[src/rtl/rv32i_pipe_pkg.sv]
// Shared definitions for the RV32I six-register pipeline: hazard FSM states,
// register-address width, stage indices and the load-use match function.
package rv32i_pipe_pkg;

  localparam int REG_ADDR_W = 5;

  // Stage register indices, used to address the stall/flush vectors.
  localparam int STG_PC      = 0;
  localparam int STG_SUB_IF  = 1;
  localparam int STG_IF      = 2;
  localparam int STG_ID      = 3;
  localparam int STG_EX      = 4;
  localparam int STG_SUB_MEM = 5;
  localparam int STG_MEM     = 6;
  localparam int NUM_STAGES  = 7;

  typedef enum logic [1:0] {
    RUN      = 2'd0,
    LU_STALL = 2'd1,
    REDIRECT = 2'd2,
    FREEZE   = 2'd3
  } hz_state_t;

  // True when an in-flight load writes a register the instruction in ID reads.
  // x0 is never a real producer.
  function automatic logic hz_load_use_hit(
    input logic                  valid,
    input logic                  memread,
    input logic [REG_ADDR_W-1:0] rd,
    input logic [REG_ADDR_W-1:0] rs1,
    input logic [REG_ADDR_W-1:0] rs2,
    input logic                  id_valid
  );
    return valid & memread & (rd != '0) & ((rd == rs1) | (rd == rs2)) & id_valid;
  endfunction

endpackage

[src/rtl/hazard_ctrl_unit_if.sv]
// Hazard-controller bundle: pipeline status into the controller, per-stage
// stall/flush controls back out, plus debug state and performance counters.
interface hazard_ctrl_unit_if;
  import rv32i_pipe_pkg::*;

  logic                  id_valid_i;
  logic [REG_ADDR_W-1:0] id_rs1_addr_i;
  logic [REG_ADDR_W-1:0] id_rs2_addr_i;
  logic                  ex_valid_i;
  logic                  ex_memread_i;
  logic [REG_ADDR_W-1:0] ex_rd_addr_i;
  logic                  submem_valid_i;
  logic                  submem_memread_i;
  logic [REG_ADDR_W-1:0] submem_rd_addr_i;
  logic                  ex_take_bj_i;
  logic                  dmem_busy_i;

  logic stall_pc_o;
  logic stall_sub_if_o;
  logic stall_if_o;
  logic stall_id_o;
  logic stall_ex_o;
  logic stall_sub_mem_o;
  logic flush_sub_if_o;
  logic flush_if_o;
  logic flush_id_o;
  logic flush_ex_o;
  logic flush_sub_mem_o;
  logic flush_mem_o;
  logic [1:0]  state_o;
  logic [31:0] lu_stall_cnt_o;
  logic [31:0] redirect_cnt_o;
  logic [31:0] freeze_cnt_o;

  // Pipeline side: reports stage status, receives controls.
  modport master (
    output id_valid_i, id_rs1_addr_i, id_rs2_addr_i,
           ex_valid_i, ex_memread_i, ex_rd_addr_i,
           submem_valid_i, submem_memread_i, submem_rd_addr_i,
           ex_take_bj_i, dmem_busy_i,
    input  stall_pc_o, stall_sub_if_o, stall_if_o, stall_id_o, stall_ex_o, stall_sub_mem_o,
           flush_sub_if_o, flush_if_o, flush_id_o, flush_ex_o, flush_sub_mem_o, flush_mem_o,
           state_o, lu_stall_cnt_o, redirect_cnt_o, freeze_cnt_o
  );

  // Controller side.
  modport slave (
    input  id_valid_i, id_rs1_addr_i, id_rs2_addr_i,
           ex_valid_i, ex_memread_i, ex_rd_addr_i,
           submem_valid_i, submem_memread_i, submem_rd_addr_i,
           ex_take_bj_i, dmem_busy_i,
    output stall_pc_o, stall_sub_if_o, stall_if_o, stall_id_o, stall_ex_o, stall_sub_mem_o,
           flush_sub_if_o, flush_if_o, flush_id_o, flush_ex_o, flush_sub_mem_o, flush_mem_o,
           state_o, lu_stall_cnt_o, redirect_cnt_o, freeze_cnt_o
  );

endinterface

[src/rtl/hz_perf_counter.sv]
// 32-bit event counter that sticks at all-ones instead of wrapping.
module hz_perf_counter (
  input  logic        clk_i,
  input  logic        rst_i,
  input  logic        en_i,
  output logic [31:0] cnt_o
);

  // Count enabled cycles, holding at the maximum value.
  always_ff @(posedge clk_i or posedge rst_i) begin
    if (rst_i) begin
      cnt_o <= '0;
    end else if (en_i && (cnt_o != 32'hFFFF_FFFF)) begin
      cnt_o <= cnt_o + 32'd1;
    end
  end

endmodule

[src/rtl/hazard_ctrl_unit.sv]
// Central stall/flush controller for the six-register RV32I pipeline.
// Handles load-use bubbles, redirect flushes and data-memory freezes.
// Define HAZARD_PERF_CNT_EN to build the load-use/redirect/freeze event
// counters; otherwise the counter outputs read as zero.
module hazard_ctrl_unit
  import rv32i_pipe_pkg::*;
#(
  parameter int unsigned LOAD_USE_CYCLES = 2,
  parameter int unsigned REDIRECT_CYCLES = 1
) (
  input logic               clk_i,
  input logic               rst_i,
  hazard_ctrl_unit_if.slave hz
);

  // Total bubble cycles for an ID/EX producer and a sub-MEM producer.
  localparam logic [2:0] LU_EX_BUBBLES = 3'(LOAD_USE_CYCLES);
  localparam logic [2:0] LU_SM_BUBBLES = 3'(LOAD_USE_CYCLES - 1);
  localparam logic [2:0] RD_CYCLES     = 3'(REDIRECT_CYCLES);

  hz_state_t state_q, state_d;
  hz_state_t saved_q, saved_d;
  hz_state_t eff_state, cur_state;
  logic [2:0] cnt_q, cnt_d;
  logic ex_hit, sm_hit;
  logic [NUM_STAGES-1:0] stall_vec, flush_vec, stall_out, flush_out;

  assign ex_hit = hz_load_use_hit(hz.ex_valid_i, hz.ex_memread_i, hz.ex_rd_addr_i,
                                  hz.id_rs1_addr_i, hz.id_rs2_addr_i, hz.id_valid_i);
  assign sm_hit = hz_load_use_hit(hz.submem_valid_i, hz.submem_memread_i, hz.submem_rd_addr_i,
                                  hz.id_rs1_addr_i, hz.id_rs2_addr_i, hz.id_valid_i);

  // Next-state and stage controls; leaving FREEZE resumes the saved state in the same cycle.
  always_comb begin
    state_d   = state_q;
    saved_d   = saved_q;
    cnt_d     = cnt_q;
    stall_vec = '0;
    flush_vec = '0;
    eff_state = (state_q == FREEZE) ? saved_q : state_q;
    cur_state = eff_state;

    if (hz.dmem_busy_i) begin
      cur_state = FREEZE;
      state_d   = FREEZE;
      saved_d   = eff_state;
      stall_vec[STG_PC]      = 1'b1;
      stall_vec[STG_SUB_IF]  = 1'b1;
      stall_vec[STG_IF]      = 1'b1;
      stall_vec[STG_ID]      = 1'b1;
      stall_vec[STG_EX]      = 1'b1;
      stall_vec[STG_SUB_MEM] = 1'b1;
    end else if (hz.ex_take_bj_i) begin
      saved_d = RUN;
      flush_vec[STG_SUB_IF] = 1'b1;
      flush_vec[STG_IF]     = 1'b1;
      flush_vec[STG_ID]     = 1'b1;
      if (RD_CYCLES != 3'd0) begin
        state_d = REDIRECT;
        cnt_d   = RD_CYCLES;
      end else begin
        state_d = RUN;
        cnt_d   = '0;
      end
    end else begin
      saved_d = RUN;
      state_d = eff_state;
      case (eff_state)
        RUN: begin
          cnt_d = '0;
          if (ex_hit || (sm_hit && (LU_SM_BUBBLES != 3'd0))) begin
            stall_vec[STG_PC]     = 1'b1;
            stall_vec[STG_SUB_IF] = 1'b1;
            stall_vec[STG_IF]     = 1'b1;
            flush_vec[STG_ID]     = 1'b1;
            cnt_d   = ex_hit ? (LU_EX_BUBBLES - 3'd1) : (LU_SM_BUBBLES - 3'd1);
            state_d = (cnt_d != 3'd0) ? LU_STALL : RUN;
          end
        end
        LU_STALL: begin
          stall_vec[STG_PC]     = 1'b1;
          stall_vec[STG_SUB_IF] = 1'b1;
          stall_vec[STG_IF]     = 1'b1;
          flush_vec[STG_ID]     = 1'b1;
          cnt_d   = (cnt_q <= 3'd1) ? 3'd0 : (cnt_q - 3'd1);
          state_d = (cnt_q <= 3'd1) ? RUN : LU_STALL;
        end
        REDIRECT: begin
          flush_vec[STG_IF] = 1'b1;
          cnt_d   = (cnt_q <= 3'd1) ? 3'd0 : (cnt_q - 3'd1);
          state_d = (cnt_q <= 3'd1) ? RUN : REDIRECT;
        end
        default: begin
          state_d = RUN;
          cnt_d   = '0;
        end
      endcase
    end
  end

  // State, saved state and bubble/redirect counter.
  always_ff @(posedge clk_i or posedge rst_i) begin
    if (rst_i) begin
      state_q <= RUN;
      saved_q <= RUN;
      cnt_q   <= '0;
    end else begin
      state_q <= state_d;
      saved_q <= saved_d;
      cnt_q   <= cnt_d;
    end
  end

  assign stall_out = rst_i ? '0 : stall_vec;
  assign flush_out = rst_i ? '0 : flush_vec;

  assign hz.stall_pc_o      = stall_out[STG_PC];
  assign hz.stall_sub_if_o  = stall_out[STG_SUB_IF];
  assign hz.stall_if_o      = stall_out[STG_IF];
  assign hz.stall_id_o      = stall_out[STG_ID];
  assign hz.stall_ex_o      = stall_out[STG_EX];
  assign hz.stall_sub_mem_o = stall_out[STG_SUB_MEM];
  assign hz.flush_sub_if_o  = flush_out[STG_SUB_IF];
  assign hz.flush_if_o      = flush_out[STG_IF];
  assign hz.flush_id_o      = flush_out[STG_ID];
  assign hz.flush_ex_o      = 1'b0;
  assign hz.flush_sub_mem_o = 1'b0;
  assign hz.flush_mem_o     = 1'b0;
  assign hz.state_o         = rst_i ? 2'd0 : cur_state;

`ifdef HAZARD_PERF_CNT_EN
  logic        lu_evt, rd_evt, fz_evt;
  logic [31:0] lu_cnt, rd_cnt, fz_cnt;

  // A PC stall outside a freeze is always a load-use bubble.
  assign lu_evt = stall_vec[STG_PC] & ~hz.dmem_busy_i;
  assign rd_evt = hz.ex_take_bj_i & ~hz.dmem_busy_i;
  assign fz_evt = hz.dmem_busy_i;

  hz_perf_counter u_lu_cnt (.clk_i(clk_i), .rst_i(rst_i), .en_i(lu_evt), .cnt_o(lu_cnt));
  hz_perf_counter u_rd_cnt (.clk_i(clk_i), .rst_i(rst_i), .en_i(rd_evt), .cnt_o(rd_cnt));
  hz_perf_counter u_fz_cnt (.clk_i(clk_i), .rst_i(rst_i), .en_i(fz_evt), .cnt_o(fz_cnt));

  assign hz.lu_stall_cnt_o = lu_cnt;
  assign hz.redirect_cnt_o = rd_cnt;
  assign hz.freeze_cnt_o   = fz_cnt;
`else
  assign hz.lu_stall_cnt_o = '0;
  assign hz.redirect_cnt_o = '0;
  assign hz.freeze_cnt_o   = '0;
`endif

endmodule

[src/flat_wrapper.sv]
// flat-port wrapper written by rule: the top's interface ports become plain ports
module hazard_ctrl_unit_flat import rv32i_pipe_pkg::*;
#(
  parameter int unsigned LOAD_USE_CYCLES = 2,
  parameter int unsigned REDIRECT_CYCLES = 1
)
  (clk_i, rst_i, hz_id_valid_i, hz_id_rs1_addr_i, hz_id_rs2_addr_i, hz_ex_valid_i, hz_ex_memread_i, hz_ex_rd_addr_i, hz_submem_valid_i, hz_submem_memread_i, hz_submem_rd_addr_i, hz_ex_take_bj_i, hz_dmem_busy_i, hz_stall_pc_o, hz_stall_sub_if_o, hz_stall_if_o, hz_stall_id_o, hz_stall_ex_o, hz_stall_sub_mem_o, hz_flush_sub_if_o, hz_flush_if_o, hz_flush_id_o, hz_flush_ex_o, hz_flush_sub_mem_o, hz_flush_mem_o, hz_state_o, hz_lu_stall_cnt_o, hz_redirect_cnt_o, hz_freeze_cnt_o);
  hazard_ctrl_unit_if hz_i ();
  input logic clk_i;
  input logic rst_i;
  input wire logic [$bits(hz_i.id_valid_i)-1:0] hz_id_valid_i;
  input wire logic [$bits(hz_i.id_rs1_addr_i)-1:0] hz_id_rs1_addr_i;
  input wire logic [$bits(hz_i.id_rs2_addr_i)-1:0] hz_id_rs2_addr_i;
  input wire logic [$bits(hz_i.ex_valid_i)-1:0] hz_ex_valid_i;
  input wire logic [$bits(hz_i.ex_memread_i)-1:0] hz_ex_memread_i;
  input wire logic [$bits(hz_i.ex_rd_addr_i)-1:0] hz_ex_rd_addr_i;
  input wire logic [$bits(hz_i.submem_valid_i)-1:0] hz_submem_valid_i;
  input wire logic [$bits(hz_i.submem_memread_i)-1:0] hz_submem_memread_i;
  input wire logic [$bits(hz_i.submem_rd_addr_i)-1:0] hz_submem_rd_addr_i;
  input wire logic [$bits(hz_i.ex_take_bj_i)-1:0] hz_ex_take_bj_i;
  input wire logic [$bits(hz_i.dmem_busy_i)-1:0] hz_dmem_busy_i;
  output wire logic [$bits(hz_i.stall_pc_o)-1:0] hz_stall_pc_o;
  output wire logic [$bits(hz_i.stall_sub_if_o)-1:0] hz_stall_sub_if_o;
  output wire logic [$bits(hz_i.stall_if_o)-1:0] hz_stall_if_o;
  output wire logic [$bits(hz_i.stall_id_o)-1:0] hz_stall_id_o;
  output wire logic [$bits(hz_i.stall_ex_o)-1:0] hz_stall_ex_o;
  output wire logic [$bits(hz_i.stall_sub_mem_o)-1:0] hz_stall_sub_mem_o;
  output wire logic [$bits(hz_i.flush_sub_if_o)-1:0] hz_flush_sub_if_o;
  output wire logic [$bits(hz_i.flush_if_o)-1:0] hz_flush_if_o;
  output wire logic [$bits(hz_i.flush_id_o)-1:0] hz_flush_id_o;
  output wire logic [$bits(hz_i.flush_ex_o)-1:0] hz_flush_ex_o;
  output wire logic [$bits(hz_i.flush_sub_mem_o)-1:0] hz_flush_sub_mem_o;
  output wire logic [$bits(hz_i.flush_mem_o)-1:0] hz_flush_mem_o;
  output wire logic [$bits(hz_i.state_o)-1:0] hz_state_o;
  output wire logic [$bits(hz_i.lu_stall_cnt_o)-1:0] hz_lu_stall_cnt_o;
  output wire logic [$bits(hz_i.redirect_cnt_o)-1:0] hz_redirect_cnt_o;
  output wire logic [$bits(hz_i.freeze_cnt_o)-1:0] hz_freeze_cnt_o;
  assign hz_i.id_valid_i = hz_id_valid_i;
  assign hz_i.id_rs1_addr_i = hz_id_rs1_addr_i;
  assign hz_i.id_rs2_addr_i = hz_id_rs2_addr_i;
  assign hz_i.ex_valid_i = hz_ex_valid_i;
  assign hz_i.ex_memread_i = hz_ex_memread_i;
  assign hz_i.ex_rd_addr_i = hz_ex_rd_addr_i;
  assign hz_i.submem_valid_i = hz_submem_valid_i;
  assign hz_i.submem_memread_i = hz_submem_memread_i;
  assign hz_i.submem_rd_addr_i = hz_submem_rd_addr_i;
  assign hz_i.ex_take_bj_i = hz_ex_take_bj_i;
  assign hz_i.dmem_busy_i = hz_dmem_busy_i;
  assign hz_stall_pc_o = hz_i.stall_pc_o;
  assign hz_stall_sub_if_o = hz_i.stall_sub_if_o;
  assign hz_stall_if_o = hz_i.stall_if_o;
  assign hz_stall_id_o = hz_i.stall_id_o;
  assign hz_stall_ex_o = hz_i.stall_ex_o;
  assign hz_stall_sub_mem_o = hz_i.stall_sub_mem_o;
  assign hz_flush_sub_if_o = hz_i.flush_sub_if_o;
  assign hz_flush_if_o = hz_i.flush_if_o;
  assign hz_flush_id_o = hz_i.flush_id_o;
  assign hz_flush_ex_o = hz_i.flush_ex_o;
  assign hz_flush_sub_mem_o = hz_i.flush_sub_mem_o;
  assign hz_flush_mem_o = hz_i.flush_mem_o;
  assign hz_state_o = hz_i.state_o;
  assign hz_lu_stall_cnt_o = hz_i.lu_stall_cnt_o;
  assign hz_redirect_cnt_o = hz_i.redirect_cnt_o;
  assign hz_freeze_cnt_o = hz_i.freeze_cnt_o;
  hazard_ctrl_unit #(.LOAD_USE_CYCLES(LOAD_USE_CYCLES), .REDIRECT_CYCLES(REDIRECT_CYCLES)) u_core (.clk_i(clk_i), .rst_i(rst_i), .hz(hz_i));
endmodule
[config.mk]
export PLATFORM = sky130hd
export DESIGN_NAME = hazard_ctrl_unit_flat
export DESIGN_NICKNAME = d
export VERILOG_FILES = /design/src/rtl/rv32i_pipe_pkg.sv /design/src/rtl/hazard_ctrl_unit_if.sv /design/src/rtl/hz_perf_counter.sv /design/src/rtl/hazard_ctrl_unit.sv /design/src/flat_wrapper.sv
export SDC_FILE = /design/constraint.sdc
export NUM_CORES = 1
export LEC_CHECK = 0
export ABC_AREA = 0
export BUFFER_PORTS_ARGS = -buffer_cell sky130_fd_sc_hd__buf_2
export CORE_MARGIN = 5
export CORE_UTILIZATION = 33
export CTS_CLUSTER_SIZE = 10
export DETAILED_ROUTE_END_ITERATION = 7
export PLACE_DENSITY = 0.74
export SYNTH_ARGS = -nofsm -noshare
export SYNTH_HDL_FRONTEND = slang
export SYNTH_HIERARCHICAL = 1
export SYNTH_SLANG_ARGS = --single-unit
[constraint.sdc]
create_clock -name clk_i -period 3.2 [get_ports clk_i]
set_clock_uncertainty 0.2 [all_clocks]
set_input_delay 0.96 -clock clk_i [delete_from_list [all_inputs] [get_ports clk_i]]
set_output_delay 0.96 -clock clk_i [all_outputs]
set_load 0.005 [all_outputs]
# Word level (Yosys, flattened, before mapping)
# Cells that the tools add are included.
[totals]
ff_bits = 7
wordCells = 57
out_inout_bits = 110
in_bits = 29
[op_classes]
bitwise_logic = 10
n_addsub = 1
reduce_logical = 6
muxes = 29
n_eq_ne = 7
magnitude_cmp = 1
[ops]
columns = ["operator", "count"]
rows = [
  ["two-way mux 3 bit", 8],
  ["equality test 5 bit", 4],
  ["two-way mux 2 bit", 9],
  ["case mux 3 bit (2 select lines)", 2],
  ["nonzero test 5 bit", 2],
  ["AND 1 bit", 8],
  ["two-way mux 1 bit", 6],
  ["two-way mux 6 bit", 1],
  ["case mux 2 bit (3 select lines)", 1],
  ["equality test 2 bit, second input constant", 2],
  ["two-way mux 4 bit", 1],
  ["<= comparator 3 x 1 -> 1 bit, second input constant", 1],
  ["nonzero test 3 bit", 1],
  ["subtractor 3 x 1 -> 3 bit, second input constant", 1],
  ["equality test 2 x 1 -> 1 bit, second input constant", 1],
  ["zero test 2 bit", 1],
  ["bitwise OR 1 bit", 2],
  ["case mux 1 bit (2 select lines)", 1],
  ["OR reduction 2 bit", 1],
  ["logical OR 1 bit", 1],
]

# Logic depth before layout (Yosys ltp)
[depth]
depth_word = 11
mapped_depth = 9
ltp_nobuf = 9

# Worst setup path after synthesis
# Ideal clock, no wire load.
[synth_timing]
path_type = "input -> output"
start = "input hz_submem_rd_addr_i[1]"
end = "output hz_stall_pc_o"
path_slack_ns = -0.139
stages = 5
required_time_ns = 2.040
arrival_ns = 2.179
n_path_buf = 1
cell_sequence = "or4_1 > o2111ai_2 > a2bb2oi_2 > o21ai_0 > buf_4"
[synth_via]
elab_chain_cells = 10
word_cells_on_any_way = 13
cone_classes = "2 x eq/ne; 5 x mux; 4 x bitwise; 2 x reduce/logical"
[synth_rtl]
columns = ["item", "line", "text"]
rows = [
  ["from (decl)", "flat_wrapper.sv:19", "input wire logic [$bits(hz_i.submem_rd_addr_i)-1:0] hz_submem_rd_addr_i;"],
  ["equality test 5 bit / nonzero test 5 bit (equally long branches)", "rv32i_pipe_pkg.sv:34", "return valid & memread & (rd != '0) & ((rd == rs1) | (rd == rs2)) & id_valid;"],
  ["bitwise OR 1 bit / AND 1 bit (equally long branches)", "rv32i_pipe_pkg.sv:34", ""],
  ["AND 1 bit * (2 in a row)", "rv32i_pipe_pkg.sv:34", ""],
  ["logical OR 1 bit *", "hazard_ctrl_unit.sv:71", "if (ex_hit || (sm_hit && (LU_SM_BUBBLES != 3'd0))) begin"],
  ["two-way mux 3 bit *", "hazard_ctrl_unit.sv:71", ""],
  ["case mux 3 bit (2 select lines) *", "hazard_ctrl_unit.sv:68", "case (eff_state)"],
  ["two-way mux 3 bit *", "hazard_ctrl_unit.sv:53", "end else if (hz.ex_take_bj_i) begin"],
  ["two-way mux 3 bit *", "hazard_ctrl_unit.sv:43", "if (hz.dmem_busy_i) begin"],
  ["two-way mux 6 bit *", "hazard_ctrl_unit.sv:114", "assign stall_out = rst_i ? '0 : stall_vec;"],
  ["to (decl)", "flat_wrapper.sv:22", "output wire logic [$bits(hz_i.stall_pc_o)-1:0] hz_stall_pc_o;"],
]
# Every way passes the cells marked *; elsewhere a longest branch is shown, timed or not.

# Final worst setup path
[layout_timing]
start = "input hz_submem_rd_addr_i[1]"
end = "output hz_flush_id_o"
[layout_via]
elab_chain_cells = 10
word_cells_on_any_way = 13
cone_classes = "2 x eq/ne; 5 x mux; 4 x bitwise; 2 x reduce/logical"
[layout_rtl]
columns = ["item", "line", "text"]
rows = [
  ["equality test 5 bit / nonzero test 5 bit (equally long branches)", "rv32i_pipe_pkg.sv:34", ""],
  ["bitwise OR 1 bit / AND 1 bit (equally long branches)", "rv32i_pipe_pkg.sv:34", ""],
  ["AND 1 bit * (2 in a row)", "rv32i_pipe_pkg.sv:34", ""],
  ["logical OR 1 bit *", "hazard_ctrl_unit.sv:71", ""],
  ["two-way mux 1 bit *", "hazard_ctrl_unit.sv:71", ""],
  ["case mux 1 bit (2 select lines) *", "hazard_ctrl_unit.sv:68", ""],
  ["two-way mux 2 bit *", "hazard_ctrl_unit.sv:53", ""],
  ["two-way mux 3 bit *", "hazard_ctrl_unit.sv:43", ""],
  ["two-way mux 4 bit *", "hazard_ctrl_unit.sv:115", "assign flush_out = rst_i ? '0 : flush_vec;"],
  ["to (decl)", "flat_wrapper.sv:30", "output wire logic [$bits(hz_i.flush_id_o)-1:0] hz_flush_id_o;"],
]
# Marked as above.

==> reports/results.ini <==
[run_status]
status=finished, violations left
failed_checks=negative setup slack

[grt]
grt-ovfl-total=0
grt_pass1_vias=1028
grt_first_pass_wirelength_mm=4.305
antenna_found_initial=1
grt_max_degree=14
grt.total_usage_pct=8.428

[synthesis]
netlist-cell-type-count=29
ys_seq_area_share_pct=11.09
ys.warnings.count=6
netlist_area_um2=1579
syn_avg_cell_area_um2=7.591
ys_ff_latch=7
syn_inst=208

[place]
place.gp.congestion=0.8153
place_area_um2=1493
placement.io_buffers=39
preCtsSetupSlack_ps=-266.0
dp_hpwl_mm=2.679
dp.cells=302

[route]
first_iter_violations=29
drt_wl_total_mm=2.967
vias=1117
drtAntennaViolNets=0
drc=0
wl_per_cell_um=9.664
vias_per_cell=3.638
first_pass_iters=4

[finish]
drive_above_1_share_pct=22.92
antenna_cells=0
area.growth.synth_to_final_pct=1.030
regArea_um2=175.2
fin_cells=307
multiInputGateArea_um2=1006
n_fill_cell=513
finalInstanceArea_um2=1595
fin_nets=289

[sta]
maxSlewViolCount=0
final.period_utilization_pct=106.3
fmax_mhz=293.9
worstMarginPinSlew_ps=518.5
finalWorstSetupSlack_ps=-202.4
rsz0062_at_grt=yes
period_minus_slack_ps=3402
finalSetupViolations=4
finalHoldViolCount=0
max_slew_margin_pct=65.44

[cts]
clkLatencyLatePin_ps=220
cts_root_buf=clkbuf_8
htreeDepth=1
clk_path_buf_depth=2
tritoncts=built
cts_hold_buffers=0
clk_pin_slew_ps=40
cts_made_buffers=3
cts.sinks=7

[floorplanning]
pin_count=139
core_um2=4692
die-height_um=79.17
dieArea_um2=6268
std_cell_rows=25
start_util_pct=33.65
chipWidth_um=79.17

[power]
vdd_drop_max_mv=0.1250
p_per_area_nw_per_um2=249.3
p_leak_nw=0.8846

[job]
maxCapViolations=0

[min_path]
hold_end=u_core/cnt_q[1]
hold_depth=2
hold_path_class=flip-flop to flip-flop
min_from=u_core/cnt_q[1]

[critical_path]
reg2reg_depth=6
start_kind=input pin
worst_ep_arrival_time_ps=2240
ff2ff_setup_slack_ps=1080
r2r-end=u_core/cnt_q[0]
cp_max_fo=3
cp.required_ps=2040
endpoint_kind=output pin
crit_type=input pin to output pin
r2r_start=u_core/state_q[1]

[registers in the layout, indices dropped and copies added (netlist names)]
signal / count
u_core/cnt_q: 3
u_core/state_q: 2
u_core/saved_q: 2
[cell families (layout without fill, tap and decap cells)]
| kind of cell | count (synthesis) | count (layout) | share of synthesized area [%] |
|---|---|---|---|
| simple gates | 34 | 34 | 9.668 |
| fa+ha+maj | 6 | 6 | 4.754 |
| buf+inv | 113 | 60 | 51.35 |
| flops | 7 | 7 | 11.09 |
| xor+xnor | 20 | 20 | 11.09 |
| other cells | 1 | 99 | 0.2375 |
| compound gates | 27 | 27 | 11.81 |
[how the worst max path moves through the flow]
stage / from / end / cells past startpoint
final: hz_submem_rd_addr_i[1] / hz_flush_id_o / 6
after global routing: hz_submem_rd_addr_i[1] / hz_flush_id_o / 6
after CTS: hz_submem_rd_addr_i[4] / hz_stall_pc_o / 6
after detailed placement: hz_submem_rd_addr_i[1] / hz_flush_id_o / 6
after global placement: hz_submem_rd_addr_i[1] / hz_flush_id_o / 6
after floorplan: hz_submem_rd_addr_i[1] / hz_stall_pc_o / 5
[placed cells by master, fill, tap and decap left out, drive strengths merged, types with 2 or more instances in the layout]
cell,count
conb,99
buf,47
nor2,14
xor2,10
xnor2,10
inv,9
o21ai,8
nand2,7
dfrtp,7
ha,6
a21oi,5
clkbuf,4
nor3,4
nand3,3
and2,3
o21a,2
o22ai,2
o31ai,2
[per-stage QoR]
step	total power [mW]	TNS (ps)	hold slack, ps	util (%)
after floorplan	0.2988	-116.9	274.3	-
after global placement	0.2623	-909.7	300.4	31.81
after detailed placement	0.2675	-974.9	310.6	31.81
after CTS	0.3976	-790.1	320.2	33.60
after global routing	0.4368	-965.8	389.3	34.00
final	0.3976	-794.3	324.0	34.00
[report_power, final]
part / switching, mW / internal (mW) / leakage (nW)
sequential: 0.00565 / 0.0970 / 0.0876
combinational: 0.106 / 0.0701 / 0.774
clock: 0.0333 / 0.0858 / 0.0228
[worst max-delay path, stage by stage]
cell and delay, ps:
buf_6 90, or4_4 540, o2111ai_4 250, a2bb2oi_4 190, o21ai_1 80, buf_2 120
[synth_stat cells]
master | instances | area share, %
nand2_1 | 7 | 1.7
inv_1 | 9 | 2.1
or4_1 | 1 | 0.48
nor3_1 | 4 | 1.3
a31oi_1 | 1 | 0.40
xor2_1 | 10 | 5.5
conb_1 | 1 | 0.24
o21a_1 | 2 | 0.95
nand3_1 | 3 | 0.95
a22oi_1 | 1 | 0.48
ha_1 | 6 | 4.8
a2bb2oi_2 | 1 | 0.95
clkbuf_1 | 1 | 0.24
a211oi_1 | 1 | 0.48
dfrtp_1 | 7 | 11
and2_1 | 3 | 1.2
o21ai_0 | 8 | 2.5
o21ba_2 | 1 | 0.63
a21oi_1 | 5 | 1.6
buf_4 | 103 | 49
o211ai_1 | 1 | 0.48
xnor2_1 | 10 | 5.5
nor2b_1 | 1 | 0.40
a41o_1 | 1 | 0.63
o2111ai_2 | 1 | 0.95
nand2b_1 | 1 | 0.40
nor2_1 | 14 | 3.3
o22ai_1 | 2 | 0.79
o31ai_1 | 2 | 0.95
[final cells by class]
cell class / count / area share [%]
clock buffer: 4 / 2.824
inverter: 9 / 2.118
multi-input combinational: 186 / 63.06
sequential: 7 / 10.98
tap: 54 / 4.235
timing repair buffer: 47 / 16.78
[repair_timing]
item	4_1_cts	5_1_grt
resized for setup	6	2
endpoints found under the setup margin	4	4
pin swaps	4	5
buffers inserted	0	1
gates cloned	0	0
[routing by layer]
metal | track usage [%] | routed length (µm)
met1 | 9.713 | 1063
met2 | 14.98 | 1500
met3 | 2.721 | 363
met4 | 2.062 | 25
met5 | 0 | 13
No activity file was read; power rests on OpenSTA's default activity.
